File: config.mk
export PLATFORM = sky130hd
export DESIGN_NAME = gpio_serial_loader
export DESIGN_NICKNAME = d
export VERILOG_FILES = /design/src/rtl/gpio_serial_loader.sv
export SDC_FILE = /design/constraint.sdc
export NUM_CORES = 1
export LEC_CHECK = 0
export CAP_MARGIN = 20
export CORE_MARGIN = 3
export CORE_UTILIZATION = 53
export DETAILED_ROUTE_END_ITERATION = 6
export PLACE_DENSITY = 0.8
export SLEW_MARGIN = 20
export SYNTH_ARGS = -nofsm -noshare
export SYNTH_HDL_FRONTEND = slang
export SYNTH_SLANG_ARGS = --single-unit
File: constraint.sdc
create_clock -name wb_clk_i -period 3.28 [get_ports wb_clk_i]
set_clock_uncertainty 0.15 [all_clocks]
set_input_delay 0.656 -clock wb_clk_i [delete_from_list [all_inputs] [get_ports wb_clk_i]]
set_output_delay 0.656 -clock wb_clk_i [all_outputs]
set_load 0.005 [all_outputs]
File: src/rtl/gpio_serial_loader.sv
// Loads the GPIO pad configuration words into the two serial configuration chains,
// with a bit-bang override that hands the chain pins to software.
`timescale 1ns/1ps
module gpio_serial_loader #(
    parameter int NCHAIN   = 19,
    parameter int CFG_BITS = 13,
    parameter int CLKDIV   = 4
) (
    input  logic                wb_clk_i,
    input  logic                wb_rst_i,
    input  logic                start,
    output logic [5:0]          cfg_addr_1,
    output logic [5:0]          cfg_addr_2,
    input  logic [CFG_BITS-1:0] cfg_data_1,
    input  logic [CFG_BITS-1:0] cfg_data_2,
    input  logic                bb_en,
    input  logic                bb_clock,
    input  logic                bb_resetn,
    input  logic                bb_load,
    input  logic                bb_data_1,
    input  logic                bb_data_2,
    output logic                serial_clock,
    output logic                serial_resetn,
    output logic                serial_load,
    output logic                serial_data_1,
    output logic                serial_data_2,
    output logic                busy,
    output logic                done
);

    typedef enum logic [2:0] {IDLE, RST, FETCH, LATCH, SHIFT, LOAD, LOADLO, DONE} state_t;

    localparam logic [7:0] DIV_LAST  = 8'(CLKDIV - 1);
    localparam logic [3:0] BIT_LAST  = 4'(CFG_BITS - 1);
    localparam logic [4:0] WORD_LAST = 5'(NCHAIN - 1);

    state_t              state_q, state_d;
    logic [7:0]          div_q, div_d;
    logic [3:0]          bitcnt_q, bitcnt_d;
    logic [4:0]          wordcnt_q, wordcnt_d;
    logic                phase_q, phase_d;
    logic [CFG_BITS-1:0] sr1_q, sr1_d, sr2_q, sr2_d;

    logic       sclk_q, sclk_d, srstn_q, srstn_d, sload_q, sload_d;
    logic       sd1_q, sd1_d, sd2_q, sd2_d, busy_q, busy_d, done_q, done_d;
    logic [5:0] addr1_q, addr1_d, addr2_q, addr2_d;

    always_comb begin
        state_d   = state_q;
        div_d     = div_q;
        bitcnt_d  = bitcnt_q;
        wordcnt_d = wordcnt_q;
        phase_d   = phase_q;
        sr1_d     = sr1_q;
        sr2_d     = sr2_q;
        case (state_q)
            IDLE: if (start) begin
                state_d   = RST;
                div_d     = '0;
                wordcnt_d = '0;
                phase_d   = 1'b0;
            end
            // RST spans two CLKDIV periods; phase marks the second one so div stays 8 bits
            RST: if (div_q == DIV_LAST) begin
                div_d = '0;
                if (phase_q) begin
                    state_d = FETCH;
                    phase_d = 1'b0;
                end else begin
                    phase_d = 1'b1;
                end
            end else begin
                div_d = div_q + 8'd1;
            end
            FETCH: state_d = LATCH;
            LATCH: begin
                sr1_d    = cfg_data_1;
                sr2_d    = cfg_data_2;
                bitcnt_d = '0;
                phase_d  = 1'b0;
                div_d    = '0;
                state_d  = SHIFT;
            end
            SHIFT: if (div_q == DIV_LAST) begin
                div_d = '0;
                if (!phase_q) begin
                    phase_d = 1'b1;
                end else begin
                    phase_d = 1'b0;
                    sr1_d   = {sr1_q[CFG_BITS-2:0], 1'b0};
                    sr2_d   = {sr2_q[CFG_BITS-2:0], 1'b0};
                    if (bitcnt_q == BIT_LAST) begin
                        bitcnt_d = '0;
                        if (wordcnt_q < WORD_LAST) begin
                            wordcnt_d = wordcnt_q + 5'd1;
                            state_d   = FETCH;
                        end else begin
                            state_d = LOAD;
                        end
                    end else begin
                        bitcnt_d = bitcnt_q + 4'd1;
                    end
                end
            end else begin
                div_d = div_q + 8'd1;
            end
            LOAD: if (div_q == DIV_LAST) begin
                div_d   = '0;
                state_d = LOADLO;
            end else begin
                div_d = div_q + 8'd1;
            end
            LOADLO: if (div_q == DIV_LAST) begin
                div_d   = '0;
                state_d = DONE;
            end else begin
                div_d = div_q + 8'd1;
            end
            DONE:    state_d = IDLE;
            default: state_d = IDLE;
        endcase
        // Override aborts any transfer and blocks start in IDLE
        if (bb_en) begin
            state_d   = IDLE;
            div_d     = '0;
            bitcnt_d  = '0;
            wordcnt_d = '0;
            phase_d   = 1'b0;
        end
    end

    // Outputs are decoded from the next state so the registered pins line up with the state
    always_comb begin
        sclk_d  = (state_d == SHIFT) && phase_d;
        sd1_d   = (state_d == SHIFT) ? sr1_d[CFG_BITS-1] : 1'b0;
        sd2_d   = (state_d == SHIFT) ? sr2_d[CFG_BITS-1] : 1'b0;
        sload_d = (state_d == LOAD);
        srstn_d = (state_d != RST);
        busy_d  = (state_d != IDLE);
        done_d  = (state_d == DONE);
        addr1_d = addr1_q;
        addr2_d = addr2_q;
        if (state_d == FETCH) begin
            addr1_d = 6'(NCHAIN - 1) - {1'b0, wordcnt_d};
            addr2_d = 6'(NCHAIN) + {1'b0, wordcnt_d};
        end
    end

    always_ff @(posedge wb_clk_i) begin
        if (wb_rst_i) begin
            state_q   <= IDLE;
            div_q     <= '0;
            bitcnt_q  <= '0;
            wordcnt_q <= '0;
            phase_q   <= 1'b0;
            sr1_q     <= '0;
            sr2_q     <= '0;
            sclk_q    <= 1'b0;
            srstn_q   <= 1'b0;
            sload_q   <= 1'b0;
            sd1_q     <= 1'b0;
            sd2_q     <= 1'b0;
            busy_q    <= 1'b0;
            done_q    <= 1'b0;
            addr1_q   <= '0;
            addr2_q   <= '0;
        end else begin
            state_q   <= state_d;
            div_q     <= div_d;
            bitcnt_q  <= bitcnt_d;
            wordcnt_q <= wordcnt_d;
            phase_q   <= phase_d;
            sr1_q     <= sr1_d;
            sr2_q     <= sr2_d;
            sclk_q    <= sclk_d;
            srstn_q   <= srstn_d;
            sload_q   <= sload_d;
            sd1_q     <= sd1_d;
            sd2_q     <= sd2_d;
            busy_q    <= busy_d;
            done_q    <= done_d;
            addr1_q   <= addr1_d;
            addr2_q   <= addr2_d;
        end
    end

    assign serial_clock  = bb_en ? bb_clock  : sclk_q;
    assign serial_resetn = bb_en ? bb_resetn : srstn_q;
    assign serial_load   = bb_en ? bb_load   : sload_q;
    assign serial_data_1 = bb_en ? bb_data_1 : sd1_q;
    assign serial_data_2 = bb_en ? bb_data_2 : sd2_q;
    assign busy          = busy_q;
    assign done          = done_q;
    assign cfg_addr_1    = addr1_q;
    assign cfg_addr_2    = addr2_q;

endmodule

Yosys cells after proc, flatten, opt, wreduce, memory -nomap -nowiden
Cells that the tools add are included.
{ "totals": {"output_inout_bits": 19, "word_cells": 94, "ff_bits": 66, "inputBits": 35} }
{ "classes": {"mux": 41, "n_eq_ne": 17, "n_addsub": 5, "reduce_logical": 11, "magnitude_cmp": 1, "bitwise": 1} }
{ "ops": {"columns": ["cell", "count"], "rows": [
  ["$mux 13", 4],
  ["$pmux 13 s2", 2],
  ["$mux 3", 10],
  ["$mux 5", 6],
  ["$pmux 3 s8", 1],
  ["$pmux 8 s3", 1],
  ["$eq 3x3->1 const B", 7],
  ["$mux 8", 2],
  ["$mux 4", 3],
  ["$pmux 5 s2", 1],
  ["$eq 3x2->1 const B", 3],
  ["$mux 1", 9],
  ["$add 8x1->8 const B", 1],
  ["$eq 8x2->1 const B", 1],
  ["$pmux 4 s2", 1],
  ["$add 5x5->6 const A", 1],
  ["$ne 2x2->1 const B", 3],
  ["$reduce_bool 3->1", 2],
  ["$reduce_or 2->1", 3],
  ["$sub 5x5->6 const A", 1],
  ["$add 5x1->5 const B", 1],
  ["$lt 5x5->1 const B", 1],
  ["$add 4x1->4 const B", 1],
  ["$eq 4x4->1 const B", 1],
  ["other kinds (10)", 10]
]} }

Logic depth before layout (Yosys ltp)
Gate-level depths: netlist of the first run.
{ "depth": {"word_depth": 10, "mapped_depth": 12, "ltp_nobuf": 12} }

Worst setup path before layout of the first run
No wires, ideal clock.
{ "synth_path": {"path_type": "reg2reg", "startpoint": "reg div_q[0]", "endpoint": "reg addr2_q[4], in the netlist cfg_addr_2[4]", "path_buffers": 0, "setup_ns": 0.122, "path_stages_with_launch": 11, "arrival_ns": 2.577, "required_ns": 3.008, "path_slack_ns": 0.431, "synth_period_minus_slack_ns": 2.849, "path_cell_list": "dfxtp_1 ha_1 nor4b_4 nand4_4 or3_2 a31oi_4 inv_1 ha_1 and3b_2 nor4b_1 a311o_1"} }
{ "synth_between": {"elab_chain_cells": 5, "word_cells_on_any_way": 12, "cone_classes": "add/sub: 1; eq/ne: 2; mux: 9"} }
{ "synth_lines": {"columns": ["element", "line_no", "source"], "rows": [
  ["from (decl)", "38", "logic [7:0] div_q, div_d;"],
  ["from (signal assigned)", "169", "div_q <= div_d;"],
  ["$eq 8x2->1", "84", "SHIFT: if (div_q == DIV_LAST) begin"],
  ["$mux 5", "84", null],
  ["$pmux 5 s2", "56", "case (state_q)"],
  ["$mux 5", "123", "if (bb_en) begin"],
  ["net wordcnt_d[0]", "40", "logic [4:0] wordcnt_q, wordcnt_d;"],
  ["$add 5x5->6", "145", "addr2_d = 6'(NCHAIN) + {1'b0, wordcnt_d};"],
  ["to (signal assigned)", "183", "addr2_q <= addr2_d;"],
  ["to (decl)", "46", "logic [5:0] addr1_q, addr1_d, addr2_q, addr2_d;"]
]} }
The timed path passes the listed nets, and every way through them passes these cells.
A chain may end at the register's enable or synchronous reset.

Final worst setup path of the first run
{ "layout_path": {"startpoint": "in bb_en", "endpoint": "out serial_data_2"} }
{ "layout_between": {"elab_chain_cells": 1} }
{ "layout_lines": {"columns": ["element", "line_no", "source"], "rows": [
  ["from (decl)", "16", "input logic bb_en,"],
  ["$mux 1", "191", "assign serial_data_2 = bb_en ? bb_data_2 : sd2_q;"],
  ["to (decl)", "26", "output logic serial_data_2,"]
]} }
Every way passes these cells.

==> results of run 1 <==
power by group through the flow:
stage,registers [W],clock network (W),logic (W)
2_1_floorplan,0.000811,0,0.0000356
6_report,0.000795,0.000594,0.0000928
5_1_grt,0.000794,0.000655,0.000101
3_5_place_dp,0.000812,0,0.0000921
3_3_place_gp,0.000812,0,0.0000914
4_1_cts,0.000794,0.000614,0.0000927
layout make-up:
class	instances	area (µm²)
Tap cell	72	90.1
Timing Repair Buffer	64	613
Fill cell	464	1710
Clock inverter	4	28.8
Sequential cell	65	1300
Multi-Input combinational cell	256	1640
Inverter	11	41.3
Clock buffer	12	145
registers in the layout, indices dropped and copies added, names as in the netlist, 3 cells and up:
signal	count
cfg_addr_2	5
sr2_q	13
bitcnt_q	4
div_q	8
state_q	3
wordcnt_q	5
cfg_addr_1	6
sr1_q	13
placed cells by master, fill, tap and decap left out, types with 2 or more instances in the layout:
master	Yosys	layout
sky130_fd_sc_hd__o21ai_1	2	2
sky130_fd_sc_hd__dfxtp_1	65	65
sky130_fd_sc_hd__and3_1	5	5
sky130_fd_sc_hd__a31oi_4	2	2
sky130_fd_sc_hd__o21ai_0	9	9
sky130_fd_sc_hd__nor2b_1	4	4
sky130_fd_sc_hd__mux2_2	5	5
sky130_fd_sc_hd__clkdlybuf4s50_1	0	53
sky130_fd_sc_hd__xor2_1	8	8
sky130_fd_sc_hd__nor2_1	33	33
sky130_fd_sc_hd__inv_1	11	11
sky130_fd_sc_hd__a21oi_1	38	38
sky130_fd_sc_hd__or4_4	2	2
sky130_fd_sc_hd__nor3b_1	3	3
sky130_fd_sc_hd__buf_4	1	11
sky130_fd_sc_hd__clkinvlp_4	0	2
sky130_fd_sc_hd__nand2_1	43	43
sky130_fd_sc_hd__nor3_2	2	3
sky130_fd_sc_hd__nand4_1	2	2
sky130_fd_sc_hd__a22oi_1	26	26
sky130_fd_sc_hd__xnor2_1	4	4
sky130_fd_sc_hd__nand3_1	10	10
sky130_fd_sc_hd__a31oi_1	5	5
sky130_fd_sc_hd__o211ai_1	4	4
sky130_fd_sc_hd__clkbuf_8	2	10
sky130_fd_sc_hd__and4_2	2	2
sky130_fd_sc_hd__clkbuf_1	13	2
sky130_fd_sc_hd__ha_1	6	6
sky130_fd_sc_hd__or3_1	2	2
sky130_fd_sc_hd__nor3_1	5	4
sky130_fd_sc_hd__a211oi_1	7	7
through the flow:
| stage | utilization | std cells | hold slack, ns |
|---|---|---|---|
| 6_report | 0.693 | 484 | 0.306 |
| 3_5_place_dp | 0.662 | 468 | 0.297 |
| 4_1_cts | 0.693 | 484 | 0.307 |
| 3_3_place_gp | 0.662 | 468 | 0.291 |
| 2_1_floorplan | - | 354 | 0.279 |
| 5_1_grt | 0.693 | 484 | 0.321 |
critical path, delay by kind of cell:
family / cells / cell delay, ns
muxes: 1 / 0.36
buffers and inverters: 3 / 1.14
Yosys cell counts (6+ instances only):
library cell	count
sky130_fd_sc_hd__nor2_1	33
sky130_fd_sc_hd__xor2_1	8
sky130_fd_sc_hd__a211oi_1	7
sky130_fd_sc_hd__nand2_1	43
sky130_fd_sc_hd__ha_1	6
sky130_fd_sc_hd__a21oi_1	38
sky130_fd_sc_hd__clkbuf_1	13
sky130_fd_sc_hd__inv_1	11
sky130_fd_sc_hd__o21ai_0	9
sky130_fd_sc_hd__nand3_1	10
sky130_fd_sc_hd__dfxtp_1	65
sky130_fd_sc_hd__a22oi_1	26
layer usage:
metal	vias to the layer above	part of all wire
met4	0	0.013
li1	1383	-
met2	89	0.48
met3	12	0.072
met5	-	0
met1	1289	0.44
cell families after synthesis:
kind of cell / Yosys count / share of synthesized area
buffers and inverters: 33 / 0.0528
multiplexers: 6 / 0.0214
AND/OR/NAND/NOR: 124 / 0.207
AO/OA/AOI/OAI: 108 / 0.242
XOR/XNOR: 12 / 0.0339
adder cells (fa/ha/maj): 6 / 0.0242
flip-flops: 65 / 0.419
worst paths after layout:
kind | startpoint | endpoint | slack (ns) | depth (start not counted)
setup / recovery | bb_en | serial_data_2 | 0.30 | 4
setup reg to reg | div_q[0] | cfg_addr_2[4] | 0.31 | 10
hold reg to reg | sr1_q[8] | sr1_q[8] | 0.31 | 2
hold / removal | sr1_q[8] | sr1_q[8] | 0.31 | 2
==> out/summary.txt, run 1 <==
===============================================================================================
Setup WS pre-CTS                                                                       0.223 ns
Crit. End Element                                                                  primary output
Transition at the pin with the smallest max-transition slack                           0.570 ns
Worst slew margin relative to its limit                                                   0.617
Pin count of the biggest net entering global routing                                         48
Relative contribution of sequential cells to total power                                  0.536
Die Footprint                                                                          6810 µm²
Slowest cell delay on critical path                                                     0.45 ns
Post-CTS sizing                                                                               0
Count of warnings emitted by yosys                                                            0
Ratio of cells with drive above 1 in the final layout                                     0.119
Proportion of total power due to net switching                                            0.228
Clock input transition at the sequential cells of the worst setup and hold paths        0.07 ns
Cell Int Power                                                                        0.00114 W
Total routed wirelength                                                                 6910 µm
Setup Fix Bufs, Post-CTS                                                                      0
Most utilized layer in the global route result                                             met2
Synth Flop Type                                                                    sky130_fd_sc_hd__dfxtp_1
Via total after detailed routing                                                           2773
Power density cells                                                                  384 nW/µm²
Post-route ant nets                                                                           0
Synth top area cells                                                               sky130_fd_sc_hd__dfxtp_1 42%, sky130_fd_sc_hd__a22oi_1 6.3%, sky130_fd_sc_hd__a21oi_1 6.1%, sky130_fd_sc_hd__nand2_1 5.2%, sky130_fd_sc_hd__nor2_1 4.0%
Relative contribution of combinational cells to total power                               0.063
Die span in y                                                                           82.5 µm
Yosys reg bits                                                                               65
Element type at the critical path start                                              input port
Ant. Diodes                                                                                   0
Maximum clock frequency                                                                 335 MHz
Async S/R FF share, synth                                                                     0
Initial DRT Pass Iterations                                                                   4
Fin crit period                                                                         2.98 ns
Detail-routed via count per cell                                                           5.73
Routability-driven placement congestion ratio                                             0.932
Netlist Area Pre-Place                                                                 3100 µm²
Layout-stage area growth over the synthesis result                                        24.5%
Port Buffers                                                                                 53
Cell type of the slowest stage on the worst timing path                            sky130_fd_sc_hd__clkdlybuf4s50_1
Synthesized netlist cell count                                                              354
Core box area                                                                          5570 µm²
Clock latency at the later pin of the worst-skew pair                                   0.34 ns
TNS Setup                                                                                  0 ns
Peak supply drop                                                                       0.378 mV
Cell type with the largest total area after synthesis                              sky130_fd_sc_hd__dfxtp_1
Maximum fanout count along the critical path                                                 15
Pwr Total                                                                             0.00148 W
Number of global-route vias before repair                                                  2647
Worst-path cell chain                                                              clkdlybuf4s50_1, buf_4, mux2_2, clkdlybuf4s50_1
Number of nets in the finished design                                                       448
Sw Pwr                                                                               0.000338 W
Hold violation total from the final report                                                    0
Row count                                                                                    27
Final count of pins violating max slew                                                        0
Met3 capacity usage during global routing                                                0.0976
Tightest Hold Check Type                                                           flip-flop to flip-flop
First-pass GRT wire length                                                             11900 µm
Iteration-0 DRC count of the detailed router                                                138
Classification of the worst setup path                                             input port to primary output
TritonCTS Sinks                                                                              65
Sum of net half-perimeters after detailed placement                                     4760 µm
Top-level port count                                                                         54
Clk Tree Root Cell                                                                 sky130_fd_sc_hd__clkbuf_8
Unrepaired setup endpoints after global routing                                              no
Number of synthesized flops with an enable pin                                                0
Crit share post-route                                                                     0.909
Max-cap violations                                                                            0
Maximum buffer depth of the clock tree                                                        2
Floorplan die width                                                                     82.5 µm
Most prevalent standard cell on the critical path                                  sky130_fd_sc_hd__clkdlybuf4s50_1
Met2 Track Usage GR                                                                       0.365
Number of failing setup endpoints in the final timing report                                  0
Unique cell type count in the Yosys netlist                                                  60
Syn Area/Cell                                                                          8.77 µm²
Initial antenna violation count                                                               0
Required time at the worst-slack endpoint                                               2.47 ns
Fraction of met1 tracks used by global routing                                            0.280
TritonCTS clock tree                                                                       done
P_leak                                                                                  1.26 nW
Final design area excluding fillers                                                    3860 µm²
DR DRC count                                                                                  0
Cell Area, Placed                                                                      3690 µm²
Part of the total power dissipated in the clock network                                   0.401
H-Tree Level Count                                                                            3
GRT Residual Overflow                                                                         0
Cts bufs inserted                                                                             9
Synthesized Nets                                                                            395
Worst setup slack after layout                                                         0.298 ns
Aggregate global-route resource usage                                                     0.229
Initial core utilization                                                                  0.557
Post-CTS Hold Fix Bufs                                                                        0
Area fraction of the dominant cell type after synthesis                                   0.419
Average wire per standard cell                                                          14.3 µm
Result of the run                                                                     completed
Data arrival, critical path                                                             2.18 ns
Proportion of synthesized chip area in sequential cells                                   0.419
===============================================================================================
Power figures use the tool's default switching activity.
==> inputs of run 2 (changes only) <==
--- a/config.mk
+++ b/config.mk
@@ -6,10 +6,10 @@
 export NUM_CORES = 1
 export LEC_CHECK = 0
 export CAP_MARGIN = 20
-export CORE_MARGIN = 3
-export CORE_UTILIZATION = 53
+export CORE_MARGIN = 4
+export CORE_UTILIZATION = 47
 export DETAILED_ROUTE_END_ITERATION = 6
-export PLACE_DENSITY = 0.8
+export PLACE_DENSITY = 0.75
 export SLEW_MARGIN = 20
 export SYNTH_ARGS = -nofsm -noshare
 export SYNTH_HDL_FRONTEND = slang
==> constraint.sdc (replaced) <==
create_clock -name wb_clk_i -period 2.49 [get_ports wb_clk_i]
set_clock_uncertainty 0.15 [all_clocks]
set_input_delay 0.498 -clock wb_clk_i [delete_from_list [all_inputs] [get_ports wb_clk_i]]
set_output_delay 0.498 -clock wb_clk_i [all_outputs]
set_load 0.005 [all_outputs]
==> out/summary.txt, run 2 (same netlist as run 1, synthesis figures left out) <==
===============================================================================================
Hold violation total from the final report                                                    0   unchanged
Peak supply drop                                                                       0.401 mV   +6.0%
Initial antenna violation count                                                               0   unchanged
Cell Int Power                                                                        0.00171 W   +50%
Total routed wirelength                                                                 8020 µm   +16%
Share of the core filled with cells                                                       0.701   +0.00829
Clock latency at the later pin of the worst-skew pair                                   0.33 ns   about the same
Worst slew margin relative to its limit                                                   0.597   -0.0207
Power density cells                                                                  480 nW/µm²   +25%
Maximum clock frequency                                                                 368 MHz
Flop-to-flop setup slack                                                               -0.23 ns   -0.54 ns
Initial core utilization                                                                  0.486   -0.0708
Core box area                                                                          6390 µm²   +15%
Post-CTS Hold Fix Bufs                                                                        0   unchanged
Violated checks                                                                    negative setup slack
Aggregate global-route resource usage                                                     0.200   -0.0290
Registers with the most flip-flops                                                 sr1_q (13), sr2_q (13), div_q (8)
Layout-stage area growth over the synthesis result                                        44.3%
Post-route ant nets                                                                           0   unchanged
H-Tree Level Count                                                                            3   unchanged
Worst-path cell chain                                                              ha_4, nor4b_4, nand4_4, buf_6, or3_4, a31oi_4, inv_2, ha_4, and3b_2, nor4b_2, a311o_1
Port Buffers                                                                                 53   unchanged
Maximum buffer depth of the clock tree                                                        2   unchanged
Number of failing setup endpoints in the final timing report                                  8   +8
Crit path launch                                                                       div_q[1]
Hold Slack                                                                             0.303 ns   -0.00260 ns
Clock input transition at the sequential cells of the worst setup and hold paths        0.07 ns   about the same
Proportion of total power due to net switching                                            0.203   -0.0251
TritonCTS Sinks                                                                              65   unchanged
Part of the total power dissipated in the clock network                                   0.448   +0.047
Cts bufs inserted                                                                             9   unchanged
Routability-driven placement congestion ratio                                             0.892   -4.3%
First-pass GRT wire length                                                             12600 µm   +5.7%
Max-cap violations                                                                            0   unchanged
Number of cells traversed by the worst register-to-register path                             11   +1
Maximum fanout count along the critical path                                                  4   -11
Ratio of cells with drive above 1 in the final layout                                     0.264   +0.145
Tightest Hold Check Type                                                           flip-flop to flip-flop
Result of the run                                                                  complete, but fails checks
Number of global-route vias before repair                                                  2844   +7.4%
Via total after detailed routing                                                           3008   +8.5%
Transition at the pin with the smallest max-transition slack                           0.601 ns   +0.0308 ns
TNS Setup                                                                             -0.881 ns   -0.881 ns
Relative contribution of combinational cells to total power                               0.067   +0.004
Die Footprint                                                                          7970 µm²   +17%
Required time at the worst-slack endpoint                                               2.57 ns   +0.10 ns
Classification of the worst setup path                                             flip-flop to flip-flop
Top-level port count                                                                         54   unchanged
Hold_sp                                                                                sr1_q[8]
Element type at the critical path start                                               flip-flop
Fin crit period                                                                         2.72 ns
Worst setup slack after layout                                                        -0.227 ns   -0.525 ns
P_leak                                                                                  1.56 nW   +24%
Die span in y                                                                           89.3 µm   +8.2%
Final count of pins violating max slew                                                        0   unchanged
Number of nets in the finished design                                                       499   +11%
Ant. Diodes                                                                                   0   unchanged
Detail-routed via count per cell                                                           5.58   -2.6%
DR DRC count                                                                                  0   unchanged
Crit. End Element                                                                     flip-flop
Sum of net half-perimeters after detailed placement                                     5390 µm   +13%
Relative contribution of sequential cells to total power                                  0.485   -0.051
Unrepaired setup endpoints after global routing                                             yes
Most prevalent standard cell on the critical path                                  sky130_fd_sc_hd__ha_4
Average wire per standard cell                                                          14.9 µm   +4.3%
TritonCTS clock tree                                                                       done
Capturing point of the worst reg2reg path                                          cfg_addr_2[4]
Initial DRT Pass Iterations                                                                   4   unchanged
Startpoint of the lowest-slack register-to-register path                               div_q[1]
Data arrival, critical path                                                             2.79 ns   +0.61 ns
Iteration-0 DRC count of the detailed router                                                142   +2.9%
Sw Pwr                                                                               0.000437 W   +29%
Floorplan die width                                                                     89.3 µm   +8.2%
Worst Hold Depth                                                                              2   unchanged
Row count                                                                                    29   +7.4%
Pwr Total                                                                             0.00215 W   +45%
Slowest cell delay on critical path                                                     0.36 ns   -0.09 ns
Most frequent cells in the layout                                                  63 x sky130_fd_sc_hd__dfxtp_1, 57 x sky130_fd_sc_hd__buf_4, 52 x sky130_fd_sc_hd__clkdlybuf4s50_1
Worst hold endpoint                                                                    sr1_q[8]
Cell type of the slowest stage on the worst timing path                            sky130_fd_sc_hd__dfxtp_4
Setup WS pre-CTS                                                                      -0.169 ns   -0.392 ns
Crit share post-route                                                                      1.09
Pin count of the biggest net entering global routing                                         48   unchanged
Clk Tree Root Cell                                                                 sky130_fd_sc_hd__clkbuf_8
Leading cell type in the layout, fill and taps excluded                            sky130_fd_sc_hd__dfxtp_1
GRT Residual Overflow                                                                         0   unchanged
===============================================================================================
==> run 2: cell count changes in the layout (fill, tap and decap cells not counted), sizes merged <==
cell	delta
clkdlybuf4s50	-1
dlygate4sd2	+1
clkinvlp	-2
buf	+51
bufinv	+2
clkinv	-1
==> run 2: layout make-up <==
| class | count | area (µm²) |
|---|---|---|
| fillers | 457 | 1910 |
| multi-input cells | 256 | 1800 |
| flip-flops and latches | 65 | 1310 |
| repair buffers | 115 | 1020 |
| clock buffers | 12 | 145 |
| well taps | 77 | 96.3 |
| clock inverters | 3 | 65.1 |
| inverters | 11 | 41.3 |
==> run 2: power by group through the flow <==
stage	combinational, W	clock, W	sequential [W]
after floorplan	0.0000470	0	0.00107
after global placement	0.000137	0	0.00107
after detailed placement	0.000139	0	0.00107
after CTS	0.000141	0.000979	0.00104
after global routing	0.000153	0.00103	0.00104
final	0.000143	0.000964	0.00104
==> run 2: critical path, delay by kind of cell, from the launching register on <==
kind	cells	cell delay (ns)
buffers and inverters	2	0.24
AO/OA/AOI/OAI	2	0.50
AND/OR/NAND/NOR	5	1.09
adder cells (fa/ha/maj)	2	0.28
flip-flops	1	0.36
==> run 2: worst max-delay path by stage <==
| stage | end | slack (ns) | depth (start not counted) |
|---|---|---|---|
| after floorplan | cfg_addr_2[4] | -0.03 | 10 |
| after global placement | cfg_addr_2[4] | -0.20 | 10 |
| after detailed placement | cfg_addr_2[4] | -0.17 | 10 |
| after CTS | cfg_addr_2[4] | -0.12 | 11 |
| after global routing | cfg_addr_2[4] | -0.30 | 11 |
| final | cfg_addr_2[4] | -0.23 | 11 |
==> run 2: metrics by stage <==
step                instance area [µm²]  instances
global route                       4480        539
global placement                   4050        514
CTS                                4390        536
floorplan                          3130        354
detailed placement                 4050        514
finish                             4480        539
==> run 2: routing by layer <==
layer	wire length, µm	track usage	up-vias
met3	482	0.0470	12
met1	3530	0.255	1431
li1	-	-	1486
met4	126	0.0839	0
met5	0	0	-
met2	3880	0.325	79
==> run 2: what timing repair did <==
action	in CTS	in global routing
buffers inserted	7	3
pin swaps	11	7
resized for setup	17	14
endpoints found under the setup margin	15	17
